`config.mk`:
```
export PLATFORM = sky130hd
export DESIGN_NAME = noc_out_arbiter
export DESIGN_NICKNAME = d
export VERILOG_FILES = /design/src/rtl/noc_out_arbiter.sv
export SDC_FILE = /design/constraint.sdc
export NUM_CORES = 1
export LEC_CHECK = 0
export CORE_ASPECT_RATIO = 0.75
export CORE_MARGIN = 3
export CORE_UTILIZATION = 48
export DETAILED_ROUTE_END_ITERATION = 8
export PLACE_DENSITY = 0.87
export SETUP_SLACK_MARGIN = 0.5
export SYNTH_ARGS = -nofsm -noshare
export SYNTH_HDL_FRONTEND = slang
export SYNTH_SLANG_ARGS = --single-unit
export TNS_END_PERCENT = 50
```
`constraint.sdc`:
```
create_clock -name clk -period 11.4 [get_ports clk]
set_input_delay 1.71 -clock clk [delete_from_list [all_inputs] [get_ports clk]]
set_output_delay 1.71 -clock clk [all_outputs]
set_load 0.02 [all_outputs]
```
`src/rtl/noc_out_arbiter.sv`:
```
// Per-output-port wormhole round-robin arbiter with credit-based flow control.
// Optional sticky credit-overflow flag enabled by defining NOC_ARB_CREDIT_CHECK_EN.
module noc_out_arbiter #(
  parameter int NUM_IN  = 5,
  parameter int CREDITS = 4
) (
  input  logic                 clk,
  input  logic                 rst,
  input  logic [NUM_IN-1:0]    req,
  input  logic [16*NUM_IN-1:0] in_data,
  input  logic [NUM_IN-1:0]    in_last,
  output logic [NUM_IN-1:0]    gnt,
  output logic                 out_enable,
  output logic [15:0]          out_data,
  input  logic                 credit,
  output logic                 credit_err
);

  localparam int              PW       = $clog2(NUM_IN);
  localparam logic [PW-1:0]   LAST_IDX = PW'(NUM_IN - 1);
  localparam logic [3:0]      CMAX     = 4'(CREDITS);

  typedef enum logic {IDLE, BUSY} state_t;

  state_t            state, state_n;
  logic [PW-1:0]     ptr, ptr_n;
  logic [PW-1:0]     owner, owner_n;
  logic [PW-1:0]     winner, cand;
  logic              found;
  logic [3:0]        cnt, cnt_n;
  logic [NUM_IN-1:0] gnt_v;
  logic              grant;
  logic [15:0]       gnt_data;

  function automatic logic [PW-1:0] next_idx(input logic [PW-1:0] i);
    return (i == LAST_IDX) ? '0 : i + PW'(1);
  endfunction

  // Round-robin search starting at ptr, wrapping modulo NUM_IN.
  always_comb begin
    found  = 1'b0;
    winner = '0;
    cand   = ptr;
    for (int k = 0; k < NUM_IN; k++) begin
      if (!found && req[cand]) begin
        found  = 1'b1;
        winner = cand;
      end
      cand = next_idx(cand);
    end
  end

  always_comb begin
    state_n = state;
    ptr_n   = ptr;
    owner_n = owner;
    gnt_v   = '0;
    case (state)
      IDLE: begin
        if (cnt != '0 && found) begin
          gnt_v[winner] = 1'b1;
          if (in_last[winner]) begin
            ptr_n = next_idx(winner);
          end else begin
            owner_n = winner;
            state_n = BUSY;
          end
        end
      end
      BUSY: begin
        // The link stays locked to the owner even while its request is low.
        if (cnt != '0 && req[owner]) begin
          gnt_v[owner] = 1'b1;
          if (in_last[owner]) begin
            ptr_n   = next_idx(owner);
            state_n = IDLE;
          end
        end
      end
      default: state_n = IDLE;
    endcase
  end

  assign gnt   = rst ? gnt_v : '0;
  assign grant = |gnt;

  always_comb begin
    gnt_data = '0;
    for (int i = 0; i < NUM_IN; i++) begin
      if (gnt[i]) gnt_data = in_data[16*i +: 16];
    end
  end

  // Credits saturate at CREDITS; a grant and a credit in one cycle cancel out.
  always_comb begin
    cnt_n = cnt;
    if (grant && !credit)
      cnt_n = cnt - 4'd1;
    else if (!grant && credit && cnt != CMAX)
      cnt_n = cnt + 4'd1;
  end

  always_ff @(posedge clk) begin
    if (!rst) begin
      state      <= IDLE;
      ptr        <= '0;
      owner      <= '0;
      cnt        <= CMAX;
      out_enable <= 1'b0;
      out_data   <= 16'h0000;
    end else begin
      state      <= state_n;
      ptr        <= ptr_n;
      owner      <= owner_n;
      cnt        <= cnt_n;
      out_enable <= grant;
      if (grant) out_data <= gnt_data;
    end
  end

`ifdef NOC_ARB_CREDIT_CHECK_EN
  logic err_q;

  always_ff @(posedge clk) begin
    if (!rst)
      err_q <= 1'b0;
    else if (credit && !grant && cnt == CMAX)
      err_q <= 1'b1;
  end

  assign credit_err = err_q;
`else
  assign credit_err = 1'b0;
`endif

endmodule

```
==> results of run 1 <==
cell usage in the layout (no fill, tap or decap), drive strengths merged, types with 7 or more instances in the layout:
cell type        n
nand2b           7
a222oi          16
clkdlybuf4s50  114
and2             7
o21ai            9
mux2i           16
nand2           39
nor2            19
dfxtp           28
a22oi           12
a211oi          11
ha              13
a221o            8
nand3            9
inv             16
a21oi           11
o211ai           8
mux2             8
nor3            11
layout make-up:
type	instances	area [um^2]	area share
Multi-Input combinational cell	271	2170	0.529
Timing Repair Buffer	116	1160	0.281
Sequential cell	28	561	0.136
Tap cell	75	93.8	0.0228
Inverter	18	72.6	0.0177
Clock buffer	4	55.1	0.0134
report_power, final:
group / total (mW) / switching (mW) / internal [mW]
Clock: 0.0623 / 0.0314 / 0.0310
Sequential: 0.197 / 0.0511 / 0.146
Combinational: 1.32 / 0.739 / 0.579
Total: 1.58 / 0.822 / 0.756
critical path, cell delays in order (launching register included):
cell and delay (ns):
dfxtp_1 0.66, inv_1 0.15, ha_1 0.28, a21o_1 0.23
ha_1 0.25, o21ai_0 0.15, a22o_1 0.31, inv_1 0.12
ha_1 0.27, or3_1 0.38, a31o_1 0.23, o22ai_4 0.23
mux2i_1 0.16, or4_4 0.61, a21boi_4 0.16, mux2i_2 0.12
or2_1 0.38, o31ai_4 0.75, clkdlybuf4s50_1 0.75
cells by family after synthesis:
group	after synthesis	synth area share
AND/OR/NAND/NOR	126	0.229
buffers and inverters	39	0.0678
XOR/XNOR	1	0.00299
flip-flops	28	0.191
AO/OA/AOI/OAI	103	0.341
other	1	0.00128
multiplexers	26	0.105
adder cells (fa/ha/maj)	14	0.0623
flip-flops by register name, indices dropped and copies added (netlist names):
| register | count |
|---|---|
| ptr | 3 |
| cnt | 4 |
| owner | 3 |
| out_data | 16 |
| state | 1 |
| out_enable | 1 |
worst max-delay path by stage:
stage           start      to  slack [ns]
2_1_floorplan  ptr[0]  gnt[3]        4.85
3_3_place_gp   ptr[0]  gnt[3]        3.81
3_5_place_dp   ptr[0]  gnt[3]        3.65
4_1_cts        ptr[0]  gnt[3]        3.33
5_1_grt        ptr[0]  gnt[3]        2.95
6_report       ptr[0]  gnt[3]        3.19
layer usage:
layer  vias up  wire [um]  part of all wire  GRT usage
li1       1513          -                 -          -
met1      1546       4000              0.41      0.376
met2       195       4630              0.47      0.413
met3        25        866             0.089     0.0512
met4         0        265             0.027     0.0536
met5         -          0                 0          0
==> results.toml, run 1 <==
[critical_path]
cp_max_fo = 17
worstReg2RegEnd = "cnt[3]"
path_class = "flop to output port"
cp-start-kind = "flop"
r2r_start = "ptr[0]"
rr_worst_depth = 26
end_kind = "output port"
required_ns = 9.69
regToRegSetupSlack_ns = 4.06
crit_arrival_ns = 6.50

[sta]
rsz0062_at_grt = "false"
fmax_mhz = 122
skew_ns = 0.00249
setup_ws_ns = 3.19
finalSetupViolCount = 0
layout_min_cycle_time_ns = 8.21
post-route-period-util = 0.720
tns_ns = 0
drv_slew = 0
timing.hold.ws_ns = 0.498
slew_headroom = 0.347
finalHoldViolations = 0
worst_pin_slew_ns = 0.977

[cells_and_area]
layoutNonFillerInstCount = 512
stdcell_area_um2 = 4110
drive_gt1_frac = 0.103
nets = 545
syn_to_final_growth_pct = 40.2
final_core_util = 0.733
n_antenna_cell = 0
fillCellCount = 435

[global_route]
grt-ovfl-total = 0
grt_pass1_vias = 2999
grt_max_degree = 20
grt_pass1_wl_um = 14800
antenna_found_initial = 0
gr-usage-all-layers = 0.264

[synthesis]
synth_enable_flop_cells = 0
synth.area.top_cells = "dfxtp_1 (19%), ha_1 (5.5%), a222oi_1 (5.5%)"
yosys-top-cells-count = "nand2_1 (39), dfxtp_1 (28), nor2_1 (18)"
synth-seq-cells = 28
yosysSeqAreaShare = 0.191
yosysTopAreaCellShare = 0.191
async_flop_share = 0
synth_most_common_cell = "nand2_1"
syn_area_um2 = 2930
syn_nets = 445
yosysUniqueCellTypes = 76
synth_area_leader_cell = "dfxtp_1"
ys_warn_count = 0
avgSynthCellArea_um2 = 8.68
synth_flop_cell = "dfxtp_1"
synth_cells = 338

[die]
rows = 23
initial_core_util = 0.523
dieHeight_um = 73.7
die-area_um2 = 7090
io_pins = 116
core_um2 = 5610
die_w_um = 96.3

[clock_network]
cts.clk_slew.worst_paths_ns = 0.09
htreeDepth = 1
clock_latency_ns = 0.28
clkSinkCount = 28
cts_setup_buffers = 0
tritoncts = "built"
cts_root_buf = "clkbuf_8"
clockBufferDepth = 2
post_cts_resize_count = 0
hold_buffers = 0
cts_made_buffers = 3

[pwr]
p_leak_nw = 1.58
fin_total_pwr_mw = 1.58
power_density_nw_per_um2 = 384
vdd.ir_drop.worst_mv = 0.235

[detailed_routing]
wire_per_inst_um = 19.1
wl_um = 9760
ant_nets = 0
vias_per_cell = 6.40
vias = 3279
drc_errors = 0
first_pass_iters = 6
drt-initial-drc-count = 321

[min_path]
holdPathEnd = "cnt[3]"
hold_path_class = "flop to flop"
hp-start = "cnt[3]"
holdPathStages = 2

[placement]
place_hpwl_um = 7840
preCtsSetupSlack_ns = 3.65
io_buffers = 114
place_congestion = 0.893
placedCellCount = 508
dpl-instance-area_um2 = 4060

[status]
run_status = "complete, no violations"

[run]
drv_cap = 0
Power figures use the tool's default switching activity.
==> inputs of run 2 (changes only) <==
- CORE_UTILIZATION: 48 -> 45
- PLACE_DENSITY: 0.87 -> 0.83
- clock period: 11.4 -> 8.3 ns (I/O delays scaled with it)
==> results.toml, run 2 (synthesis results as in run 1) <==
[critical_path]
cp-start-kind = "flop"
worstReg2RegEnd = "cnt[3]"
crit_arrival_ns = 6.23
end_kind = "output port"
cp_max_fo = 18
required_ns = 7.05
regToRegSetupSlack_ns = 1.23
path_class = "flop to output port"
rr_worst_depth = 27
r2r_start = "ptr[0]"

[min_path]
holdPathEnd = "out_data[14]"
holdPathStages = 1
hold_path_class = "flop to flop"
hp-start = "out_data[14]"

[cells_and_area]
regMostFlops = "out_data"
multi_input_area_um2 = 2170
syn_to_final_growth_pct = 40.6
n_antenna_cell = 0
stdcell_area_um2 = 4120
drive_gt1_frac = 0.107
regArea_um2 = 561
final_core_util = 0.680
layout_commonest_cell = "clkdlybuf4s50_1"
fillCellCount = 490
largest_reg_flops = 16
largestRegisters = "out_data: 16 flops, cnt: 4 flops"
final_cell_mix = "clkdlybuf4s50_1 (114), nand2_1 (39), dfxtp_1 (28)"
nets = 548

[placement]
preCtsSetupSlack_ns = 1.20
place_congestion = 0.872
dpl-instance-area_um2 = 4080
io_buffers = 114
place_hpwl_um = 7600

[sta]
drv_slew = 0
setup_ws_ns = 0.825
tns_ns = 0
post-route-period-util = 0.901
rsz0062_at_grt = "false"
worst_pin_slew_ns = 0.797
finalHoldViolations = 0
skew_ns = 0.00715
finalSetupViolCount = 0
layout_min_cycle_time_ns = 7.47
fmax_mhz = 134
slew_headroom = 0.464

[pwr]
power_density_nw_per_um2 = 520
p_leak_nw = 1.58
vdd.ir_drop.worst_mv = 0.343

[die]
io_pins = 116
die-area_um2 = 7530
die_w_um = 99.2
core_um2 = 6070
initial_core_util = 0.483
rows = 24
dieHeight_um = 75.9

[detailed_routing]
first_pass_iters = 7
vias = 3158
vias_per_cell = 6.11
ant_nets = 0
drt-initial-drc-count = 271
wl_um = 9630
wire_per_inst_um = 18.6
drc_errors = 0

[global_route]
grt_pass1_vias = 3125
grt_max_degree = 20
grt_pass1_wl_um = 15500
antenna_found_initial = 0
grt-ovfl-total = 0
gr-usage-all-layers = 0.247

[clock_network]
clock_latency_ns = 0.28
hold_buffers = 0
cts_made_buffers = 3
htreeDepth = 1
clkSinkCount = 28
cts_root_buf = "clkbuf_8"
cts.clk_slew.worst_paths_ns = 0.10
clockBufferDepth = 2
post_cts_resize_count = 0
tritoncts = "built"
cts_setup_buffers = 0

[status]
run_status = "complete, no violations"

[run]
drv_cap = 0
==> run 2: metal layers <==
metal  track usage  share of wire
met1         0.337           0.44
met2         0.426           0.50
met3        0.0358          0.060
met4        0.0273         0.0057
met5             0              0
==> run 2: area by class of cell <==
type                    count  share of cell area
flip-flops and latches     28               0.136
clock buffers               3              0.0100
inverters                  18              0.0176
multi-input cells         271               0.527
repair buffers            119               0.286
well taps                  78              0.0237
==> run 2: worst max path at each step <==
| stage | start | end | depth (start not counted) |
|---|---|---|---|
| final | ptr[0] | gnt[4] | 17 |
| after CTS | ptr[0] | gnt[3] | 19 |
| after floorplan | ptr[0] | cnt[3] | 29 |
| after detailed placement | ptr[0] | gnt[3] | 19 |
| after global placement | ptr[0] | gnt[3] | 19 |
| after global routing | ptr[0] | gnt[3] | 19 |
==> run 2: power by group <==
part           total, mW  switching [mW]  internal [mW]
clock             0.0774          0.0447         0.0327
sequential         0.268          0.0675          0.201
combinational       1.80           0.992          0.807
total               2.14            1.10           1.04
==> run 2: stage by stage <==
stage | total power [mW] | hold WS [ns] | std cells
6_report | 2.14 | 0.492 | 517
3_3_place_gp | 1.99 | 0.469 | 514
3_5_place_dp | 2.04 | 0.469 | 514
4_1_cts | 2.12 | 0.499 | 517
2_1_floorplan | 1.66 | 0.460 | 338
5_1_grt | 2.30 | 0.522 | 517
==> run 2: worst max-delay path, cell delays in order, from the launching register on <==
cell and delay (ns):
dfxtp_1 0.65, inv_1 0.14, ha_1 0.28, a21o_1 0.23
ha_1 0.26, o21ai_0 0.16, a22o_1 0.33, inv_1 0.12
ha_1 0.28, or3_1 0.39, a31o_1 0.24, o22ai_4 0.23
mux2i_1 0.17, or4_4 0.61, o31ai_4 0.40, nand3b_1 0.18
o21ai_4 0.53, clkdlybuf4s50_1 0.72
